**src/rtl/uart_fifo_ctrl.sv**
```systemverilog
// uart_fifo_ctrl: memory-mapped UART with TX/RX FIFOs, runtime baud divisor,
// sticky error flags and a level interrupt.
// Optional feature macro: UART_PARITY_EN adds a parity bit to each frame
// (even, or odd when CTRL[2]=1) and enables RX parity checking.
`timescale 1ns/1ps
module uart_fifo_ctrl #(
  parameter logic [31:0] BASE_ADDR       = 32'h4000_0018,
  parameter int unsigned DATA_BITS       = 8,
  parameter int unsigned TX_DEPTH        = 16,
  parameter int unsigned RX_DEPTH        = 16,
  parameter logic [15:0] DEFAULT_DIVISOR = 16'd8802
) (
  input  logic        clk,
  input  logic        rst,
  input  logic        rx,
  input  logic        mem_read,
  input  logic        mem_write,
  input  logic [31:0] address,
  input  logic [31:0] data_in,
  output logic [31:0] uart_data,
  output logic        tx,
  output logic        irq
);
  localparam int unsigned TX_AW = $clog2(TX_DEPTH);
  localparam int unsigned RX_AW = $clog2(RX_DEPTH);
  localparam int unsigned BIT_W = 3;
  localparam logic [BIT_W-1:0] LAST_BIT = BIT_W'(DATA_BITS - 1);
`ifdef UART_PARITY_EN
  localparam bit PAR_EN = 1'b1;
`else
  localparam bit PAR_EN = 1'b0;
`endif

  typedef enum logic [2:0] {TX_IDLE, TX_START, TX_DATA, TX_PARITY, TX_STOP} tx_state_e;
  typedef enum logic [2:0] {RX_IDLE, RX_START, RX_DATA, RX_PARITY, RX_STOP, RX_WAIT} rx_state_e;

  // Register-window decode; side effects happen on every edge a strobe is high.
  logic [31:0] offset;
  logic        sel, wr_tx, rd_rx, rd_st, wr_div, wr_ctl;
  assign offset = address - BASE_ADDR;
  assign sel    = (offset < 32'd20) && (offset[1:0] == 2'b00);
  assign wr_tx  = sel && mem_write && (offset[4:2] == 3'd0);
  assign rd_rx  = sel && mem_read  && (offset[4:2] == 3'd1);
  assign rd_st  = sel && mem_read  && (offset[4:2] == 3'd2);
  assign wr_div = sel && mem_write && (offset[4:2] == 3'd3);
  assign wr_ctl = sel && mem_write && (offset[4:2] == 3'd4);

  logic unused_ok;
  assign unused_ok = ^data_in[31:16];

  logic [15:0] div_q;
  logic        rx_ie_q, tx_ie_q, par_odd_q;
  logic        ovr_q, ferr_q, txov_q, perr_q;
  logic        irq_q, tx_q;

  // FIFO storage and pointers (extra MSB distinguishes full from empty).
  logic [DATA_BITS-1:0] tx_mem_q [TX_DEPTH];
  logic [DATA_BITS-1:0] rx_mem_q [RX_DEPTH];
  logic [TX_AW:0]       tx_wp_q, tx_rp_q, tx_count;
  logic [RX_AW:0]       rx_wp_q, rx_rp_q, rx_count;
  logic                 tx_empty, tx_full, rx_empty, rx_full;
  logic                 tx_push, tx_pop, rx_push, rx_pop, rx_push_q;
  logic [DATA_BITS-1:0] tx_head, rx_shift_q;

  assign tx_count = tx_wp_q - tx_rp_q;
  assign rx_count = rx_wp_q - rx_rp_q;
  assign tx_empty = (tx_count == '0);
  assign rx_empty = (rx_count == '0);
  assign tx_full  = (tx_count == (TX_AW+1)'(TX_DEPTH));
  assign rx_full  = (rx_count == (RX_AW+1)'(RX_DEPTH));
  assign tx_head  = tx_mem_q[tx_rp_q[TX_AW-1:0]];
  assign tx_push  = wr_tx && !tx_full;
  assign rx_pop   = rd_rx && !rx_empty;
  // A pop on the same edge frees the slot, so a full FIFO still accepts the push.
  assign rx_push  = rx_push_q && (!rx_full || rx_pop);

  // FIFO memories (data only, no reset needed).
  always_ff @(posedge clk) begin
    if (tx_push) tx_mem_q[tx_wp_q[TX_AW-1:0]] <= data_in[DATA_BITS-1:0];
    if (rx_push) rx_mem_q[rx_wp_q[RX_AW-1:0]] <= rx_shift_q;
  end

  // FIFO pointers.
  always_ff @(posedge clk or posedge rst) begin
    if (rst) begin
      tx_wp_q <= '0; tx_rp_q <= '0; rx_wp_q <= '0; rx_rp_q <= '0;
    end else begin
      if (tx_push) tx_wp_q <= tx_wp_q + 1'b1;
      if (tx_pop)  tx_rp_q <= tx_rp_q + 1'b1;
      if (rx_push) rx_wp_q <= rx_wp_q + 1'b1;
      if (rx_pop)  rx_rp_q <= rx_rp_q + 1'b1;
    end
  end

  logic ferr_set, perr_set, rx_done;

  // Config registers, sticky flags (set wins over read-clear) and interrupt.
  always_ff @(posedge clk or posedge rst) begin
    if (rst) begin
      div_q <= DEFAULT_DIVISOR;
      rx_ie_q <= 1'b0; tx_ie_q <= 1'b0; par_odd_q <= 1'b0;
      ovr_q <= 1'b0; ferr_q <= 1'b0; txov_q <= 1'b0; perr_q <= 1'b0;
      irq_q <= 1'b0;
    end else begin
      if (wr_div) div_q <= (data_in[15:0] < 16'd2) ? 16'd2 : data_in[15:0];
      if (wr_ctl) begin
        rx_ie_q   <= data_in[0];
        tx_ie_q   <= data_in[1];
        par_odd_q <= PAR_EN & data_in[2];
      end
      ovr_q  <= (ovr_q  & ~rd_st) | (rx_push_q && rx_full && !rx_pop);
      ferr_q <= (ferr_q & ~rd_st) | ferr_set;
      txov_q <= (txov_q & ~rd_st) | (wr_tx && tx_full);
      perr_q <= (perr_q & ~rd_st) | (PAR_EN & perr_set);
      irq_q  <= (rx_ie_q & ~rx_empty) | (tx_ie_q & tx_empty);
    end
  end

  // ---------------- Transmitter ----------------
  tx_state_e            tx_state_q, tx_state_d;
  logic [15:0]          tx_cnt_q, tx_div_q;
  logic [BIT_W-1:0]     tx_bit_q;
  logic [DATA_BITS-1:0] tx_shift_q;
  logic                 tx_par_q, tx_tick, tx_d, tx_busy;
  assign tx_tick = (tx_cnt_q == tx_div_q - 16'd1);

  // TX state register.
  always_ff @(posedge clk or posedge rst) begin
    if (rst) tx_state_q <= TX_IDLE;
    else     tx_state_q <= tx_state_d;
  end

  // TX next-state logic.
  always_comb begin
    tx_state_d = tx_state_q;
    case (tx_state_q)
      TX_IDLE:   if (!tx_empty) tx_state_d = TX_START;
      TX_START:  if (tx_tick) tx_state_d = TX_DATA;
      TX_DATA:   if (tx_tick && tx_bit_q == LAST_BIT) begin
                   if (PAR_EN) tx_state_d = TX_PARITY;
                   else        tx_state_d = TX_STOP;
                 end
      TX_PARITY: if (tx_tick) tx_state_d = TX_STOP;
      TX_STOP:   if (tx_tick) tx_state_d = TX_IDLE;
      default:   tx_state_d = TX_IDLE;
    endcase
  end

  // TX outputs: FIFO pop, line level, busy.
  always_comb begin
    tx_pop  = (tx_state_q == TX_IDLE) && !tx_empty;
    tx_busy = (tx_state_q != TX_IDLE);
    tx_d    = 1'b1;
    case (tx_state_q)
      TX_START:  tx_d = 1'b0;
      TX_DATA:   tx_d = tx_shift_q[0];
      TX_PARITY: tx_d = tx_par_q;
      default:   tx_d = 1'b1;
    endcase
  end

  // TX datapath: frame settings latched at pop, bit timer, shifter, line register.
  always_ff @(posedge clk or posedge rst) begin
    if (rst) begin
      tx_cnt_q <= '0; tx_div_q <= DEFAULT_DIVISOR; tx_bit_q <= '0;
      tx_shift_q <= '0; tx_par_q <= 1'b0; tx_q <= 1'b1;
    end else begin
      tx_q <= tx_d;
      if (tx_state_q == TX_IDLE) begin
        tx_cnt_q <= '0;
        if (tx_pop) begin
          tx_shift_q <= tx_head;
          tx_div_q   <= div_q;
          tx_par_q   <= (^tx_head) ^ par_odd_q;
          tx_bit_q   <= '0;
        end
      end else if (tx_tick) begin
        tx_cnt_q <= '0;
        if (tx_state_q == TX_DATA) begin
          tx_shift_q <= tx_shift_q >> 1;
          tx_bit_q   <= tx_bit_q + 1'b1;
        end
      end else begin
        tx_cnt_q <= tx_cnt_q + 16'd1;
      end
    end
  end

  // ---------------- Receiver ----------------
  rx_state_e        rx_state_q, rx_state_d;
  logic             rx_s1_q, rx_s2_q, rx_prev_q, rx_fall;
  logic [15:0]      rx_cnt_q, rx_div_q, rx_half;
  logic [BIT_W-1:0] rx_bit_q;
  logic             rx_odd_q, rx_pbad_q, rx_tick, rx_tick_half;
  assign rx_fall      = rx_prev_q & ~rx_s2_q;
  assign rx_half      = {1'b0, rx_div_q[15:1]};
  assign rx_tick      = (rx_cnt_q == rx_div_q - 16'd1);
  assign rx_tick_half = (rx_cnt_q == rx_half - 16'd1);

  // RX state register.
  always_ff @(posedge clk or posedge rst) begin
    if (rst) rx_state_q <= RX_IDLE;
    else     rx_state_q <= rx_state_d;
  end

  // RX next-state logic; a high mid-start sample is treated as a glitch.
  always_comb begin
    rx_state_d = rx_state_q;
    case (rx_state_q)
      RX_IDLE:   if (rx_fall) rx_state_d = RX_START;
      RX_START:  if (rx_tick_half) rx_state_d = rx_s2_q ? RX_IDLE : RX_DATA;
      RX_DATA:   if (rx_tick && rx_bit_q == LAST_BIT) begin
                   if (PAR_EN) rx_state_d = RX_PARITY;
                   else        rx_state_d = RX_STOP;
                 end
      RX_PARITY: if (rx_tick) rx_state_d = RX_STOP;
      RX_STOP:   if (rx_tick) rx_state_d = rx_s2_q ? RX_IDLE : RX_WAIT;
      RX_WAIT:   if (rx_s2_q) rx_state_d = RX_IDLE;
      default:   rx_state_d = RX_IDLE;
    endcase
  end

  // RX outputs: stop-bit outcome (error flags or byte ready).
  always_comb begin
    rx_done  = 1'b0;
    ferr_set = 1'b0;
    perr_set = 1'b0;
    if (rx_state_q == RX_STOP && rx_tick) begin
      if (!rx_s2_q)       ferr_set = 1'b1;
      else if (rx_pbad_q) perr_set = 1'b1;
      else                rx_done  = 1'b1;
    end
  end

  // RX datapath: synchroniser, bit timer, shifter, parity check, delayed push.
  always_ff @(posedge clk or posedge rst) begin
    if (rst) begin
      rx_s1_q <= 1'b1; rx_s2_q <= 1'b1; rx_prev_q <= 1'b1;
      rx_cnt_q <= '0; rx_bit_q <= '0; rx_shift_q <= '0; rx_div_q <= DEFAULT_DIVISOR;
      rx_odd_q <= 1'b0; rx_pbad_q <= 1'b0; rx_push_q <= 1'b0;
    end else begin
      rx_s1_q   <= rx;
      rx_s2_q   <= rx_s1_q;
      rx_prev_q <= rx_s2_q;
      rx_push_q <= rx_done;
      case (rx_state_q)
        RX_IDLE: begin
          rx_cnt_q <= '0; rx_bit_q <= '0; rx_pbad_q <= 1'b0;
          if (rx_fall) begin
            rx_div_q <= div_q;
            rx_odd_q <= par_odd_q;
          end
        end
        RX_START: rx_cnt_q <= rx_tick_half ? 16'd0 : rx_cnt_q + 16'd1;
        RX_WAIT:  rx_cnt_q <= '0;
        default: begin
          rx_cnt_q <= rx_tick ? 16'd0 : rx_cnt_q + 16'd1;
          if (rx_tick && rx_state_q == RX_DATA) begin
            rx_shift_q <= {rx_s2_q, rx_shift_q[DATA_BITS-1:1]};
            rx_bit_q   <= rx_bit_q + 1'b1;
          end
          if (rx_tick && rx_state_q == RX_PARITY)
            rx_pbad_q <= rx_s2_q ^ (^rx_shift_q) ^ rx_odd_q;
        end
      endcase
    end
  end

  // Combinational read mux; zero when not addressed.
  always_comb begin
    uart_data = 32'd0;
    if (sel && mem_read) begin
      case (offset[4:2])
        3'd1: uart_data = rx_empty ? 32'd0 : 32'(rx_mem_q[rx_rp_q[RX_AW-1:0]]);
        3'd2: uart_data = {8'd0, 8'(rx_count), 7'd0, perr_q, txov_q, ferr_q, ovr_q,
                           tx_busy, rx_full, rx_empty, tx_full, tx_empty};
        3'd3: uart_data = {16'd0, div_q};
        3'd4: uart_data = {29'd0, par_odd_q, tx_ie_q, rx_ie_q};
        default: uart_data = 32'd0;
      endcase
    end
  end

  assign tx  = tx_q;
  assign irq = irq_q;

endmodule

```
**config.mk**
```make
export PLATFORM = sky130hd
export DESIGN_NAME = uart_fifo_ctrl
export DESIGN_NICKNAME = d
export VERILOG_FILES = /design/src/rtl/uart_fifo_ctrl.sv
export SDC_FILE = /design/constraint.sdc
export NUM_CORES = 1
export LEC_CHECK = 0
export CORE_UTILIZATION = 60
export DETAILED_ROUTE_END_ITERATION = 8
export GPL_TIMING_DRIVEN = 0
export PLACE_DENSITY = 0.86
export SKIP_LAST_GASP = 1
export SYNTH_ARGS = -nofsm -noshare
export SYNTH_HDL_FRONTEND = slang
export SYNTH_SLANG_ARGS = --single-unit
```
**constraint.sdc**
```tcl
create_clock -name clk -period 7.01 [get_ports clk]
set_clock_uncertainty 0.2 [all_clocks]
set_input_delay 1.402 -clock clk [delete_from_list [all_inputs] [get_ports clk]]
set_output_delay 1.402 -clock clk [all_outputs]
set_load 0.005 [all_outputs]
```
==> metrics.txt <==
Die W=179 um; final core occ=a little over two thirds; Post-synth top cells=edfxtp_1 (256), dfrtp_1 (123), nor2_1 (111), mux2_2 (92), xnor2_1 (79); Post-Syn Area per Cell=13.5 um^2; Initial Util=slightly above 60%; most frequent cell after synthesis=edfxtp_1; Area Overhead vs Synth=14.3%; Top FF cell, synth=edfxtp_1; layout cells sized above 1=17.8%; sequential share of power=~51%; IO Port Bufs=75; ANT cells=0; hold path start=rx_s1_q; cell family with most CP delay=simple AND/OR/NAND/NOR gates; Hold Buf Count CTS=0; Root Buffer=clkbuf_16; critical path fanouts, max=9; total gr overflow=0; arrival time worst endpoint=about 5400 ps; setup violators final=0; nets=1630; fin. max-slew vios=0; type of the tightest min-delay check=flip-flop to flip-flop; Cell Area, Synth=between 15000 and 20000 um^2; asr flop ratio synth=a little over a third; Rows=64; Final Non-Filler Cells=1959; worst hold path depth=0; clock insertion delay at the later pin of the skew report=530 ps; Tot Pwr=4920 uW; VDD IR max=around 0.25 mV; IO Pins=a little over 100; setup slack after placement=just under 70 ps; failing checks=DRC; GRT busiest layer=met2; dominant cell type by area after synthesis=edfxtp_1; Worst Path Buf+Inv=3; max capacitance violation total=0; DRT iter0 DRCs=between 1000 and 1500; die area=32200 um^2; pin count of the biggest net entering global routing=76; Final Hold Fails=0; via/cell ratio=~6.3; Hold Crit Endpoint=rx_s2_q; initial antenna violation count=0; Int Pwr=between 3000 and 4000 uW; DR pass1 iterations=7; GRT Total Usage=between 20% and 30%; Ys Warns=0; CTS tree=built; Startpoint Class=primary input; placed instance count=around 1900; sw power=slightly above 1000 uW; vias in the first global route=~13000; share of the synthesized area in the top cell type=between 40% and 50%; cells after synthesis=1401; clock transition at the registers of the reported paths=~60 ps; r2r endpoint=rx_mem_q[0][5]; Fmax=roughly 140 MHz; CP Capture Type=primary output; Leak=0.00825 uW; total CTS buffers=40; sequential share of the synthesized area=between 50% and 60%; htree depth=2; Post-synth EDFFs=roughly 260; PD cells=228 nW/um^2; r2r startpoint=rx_rp_q[1]; final worst setup slack=around 15 ps; clk buf depth=3; Worst R2R Setup Slack=between 1500 and 2000 ps; unrepaired setup endpoints after global routing=true; Seq cells post-synth=a little under 400; routed via count=12313; Max stage delay on crit path=~620 ps; post-route minimum period=between 6000 and 7000 ps; clock sinks=398; routed len/inst=roughly 22 um; Global Route met2 Usage=about half; core area=30700 um^2; met3 GRT Util=under 10%; Worst R2R Path Depth=12; first-pass GRT wire length=68100 um; slowest cell on the critical path=a2111oi_0; synth unique cells=80; Switching Share=a little over a fifth; Rel. slew slack=between 10% and 20%; final period utilization=~100%; worst slew pin tran=1270 ps; status=finished with violations; met1 Track Usage GR=a little over a third; Post-DP HPWL=slightly below 30000 um; crit path kind=primary input to primary output; Detail Route Antenna Nets=0; drt total wl=43600 um; clock network power share=around 45%; Worst EP required=about 5400 ps; power share of the combinational group=approximately 4.3%; Critical Path, Cell by Cell=clkdlybuf4s50_1, a2111oi_0, xor2_1, a21o_1, or4_1, or4b_4, or4_1, buf_2, nor2_1, clkdlybuf4s50_1; final RePlAce weighted congestion=a little under 0.9; Die Ht=between 150 and 200 um; Synth area leaders=edfxtp_1 (41%), dfrtp_1 (16%), mux4_2 (6.7%); Post-route DRC=6
## placed cells by master (no fill, tap or decap), types with 25 or more instances in the layout
cell             Yosys  layout
ha_1                29      29
nand3_1             46      46
mux2_2              92      92
mux4_2              56      56
xnor2_1             79      79
clkdlybuf4s50_1      0      75
nand2_1             69      69
xor2_1              43      43
dfrtp_1            123     123
nor2_1             111     111
nor3_1              28      28
a21oi_1             27      25
clkbuf_16            0      42
edfxtp_1           256     256
clkbuf_1            39      48
inv_1               37      36
o21ai_0             39      39
## metrics by stage
step                area (um^2)  hold slack [ps]  TNS [ps]
floorplan                 18900              145         0
global placement          20200              147    -36140
detailed placement        20200              148         0
CTS                       21500              157         0
global route              21600              158     -91.3
finish                    21600              157         0
## worst max-delay path by stage
stage | from | cells past startpoint | end | slack, ps
2_1_floorplan | address[23] | 8 | uart_data[16] | 1340
3_3_place_gp | rst | 2 | tx_shift_q[1] | -310
3_5_place_dp | address[4] | 10 | uart_data[16] | 70
4_1_cts | address[4] | 10 | uart_data[5] | 70
5_1_grt | address[4] | 11 | uart_data[16] | -90
6_report | address[4] | 10 | uart_data[16] | 20
## area by class of cell
class	count	area, um^2
Multi-Input combinational cell	896	7150
Tap cell	396	495
Timing Repair Buffer	78	791
Clock buffer	52	1100
Sequential cell	398	11300
Inverter	38	148
Clock inverter	22	260
Fill cell	1979	9180
Buffer	79	358
## power by group through the flow
stage          Clock (uW)  Combinational, uW  Sequential (uW)
2_1_floorplan           0                125             2560
3_3_place_gp            0                200             2560
3_5_place_dp            0                210             2560
4_1_cts              2220                212             2510
5_1_grt              2300                232             2510
6_report             2200                213             2510
## cells by family (layout without fill, tap and decap cells)
group,Yosys count,after routing,share of synthesized area [%]
xor+xnor,122,122,5.66
mux,154,154,12.5
compound gates,164,164,5.85
buf+inv,117,269,2.65
flops,398,398,59.7
simple gates,415,415,11.6
other cells,1,11,0.0199
fa+ha+maj,30,30,2.03
## timing repair
item,CTS,global route
gates resized for setup,0,4
buffers inserted,0,0
endpoints found under the setup margin,0,6
## registers in the layout (all words and copies together) (netlist names), 8 cells and up
register    cells
rx_mem_q      128
rx_shift_q      8
div_q          16
tx_div_q       16
tx_cnt_q       16
rx_cnt_q       16
rx_div_q       16
tx_shift_q      8
tx_mem_q      128
## metal layers
layer,vias up,part of all wire [%]
met5,-,0
met3,121,6.4
met2,552,51
met1,6127,38
li1,5513,-
met4,0,4.2
(Power assumes the default switching activity.)
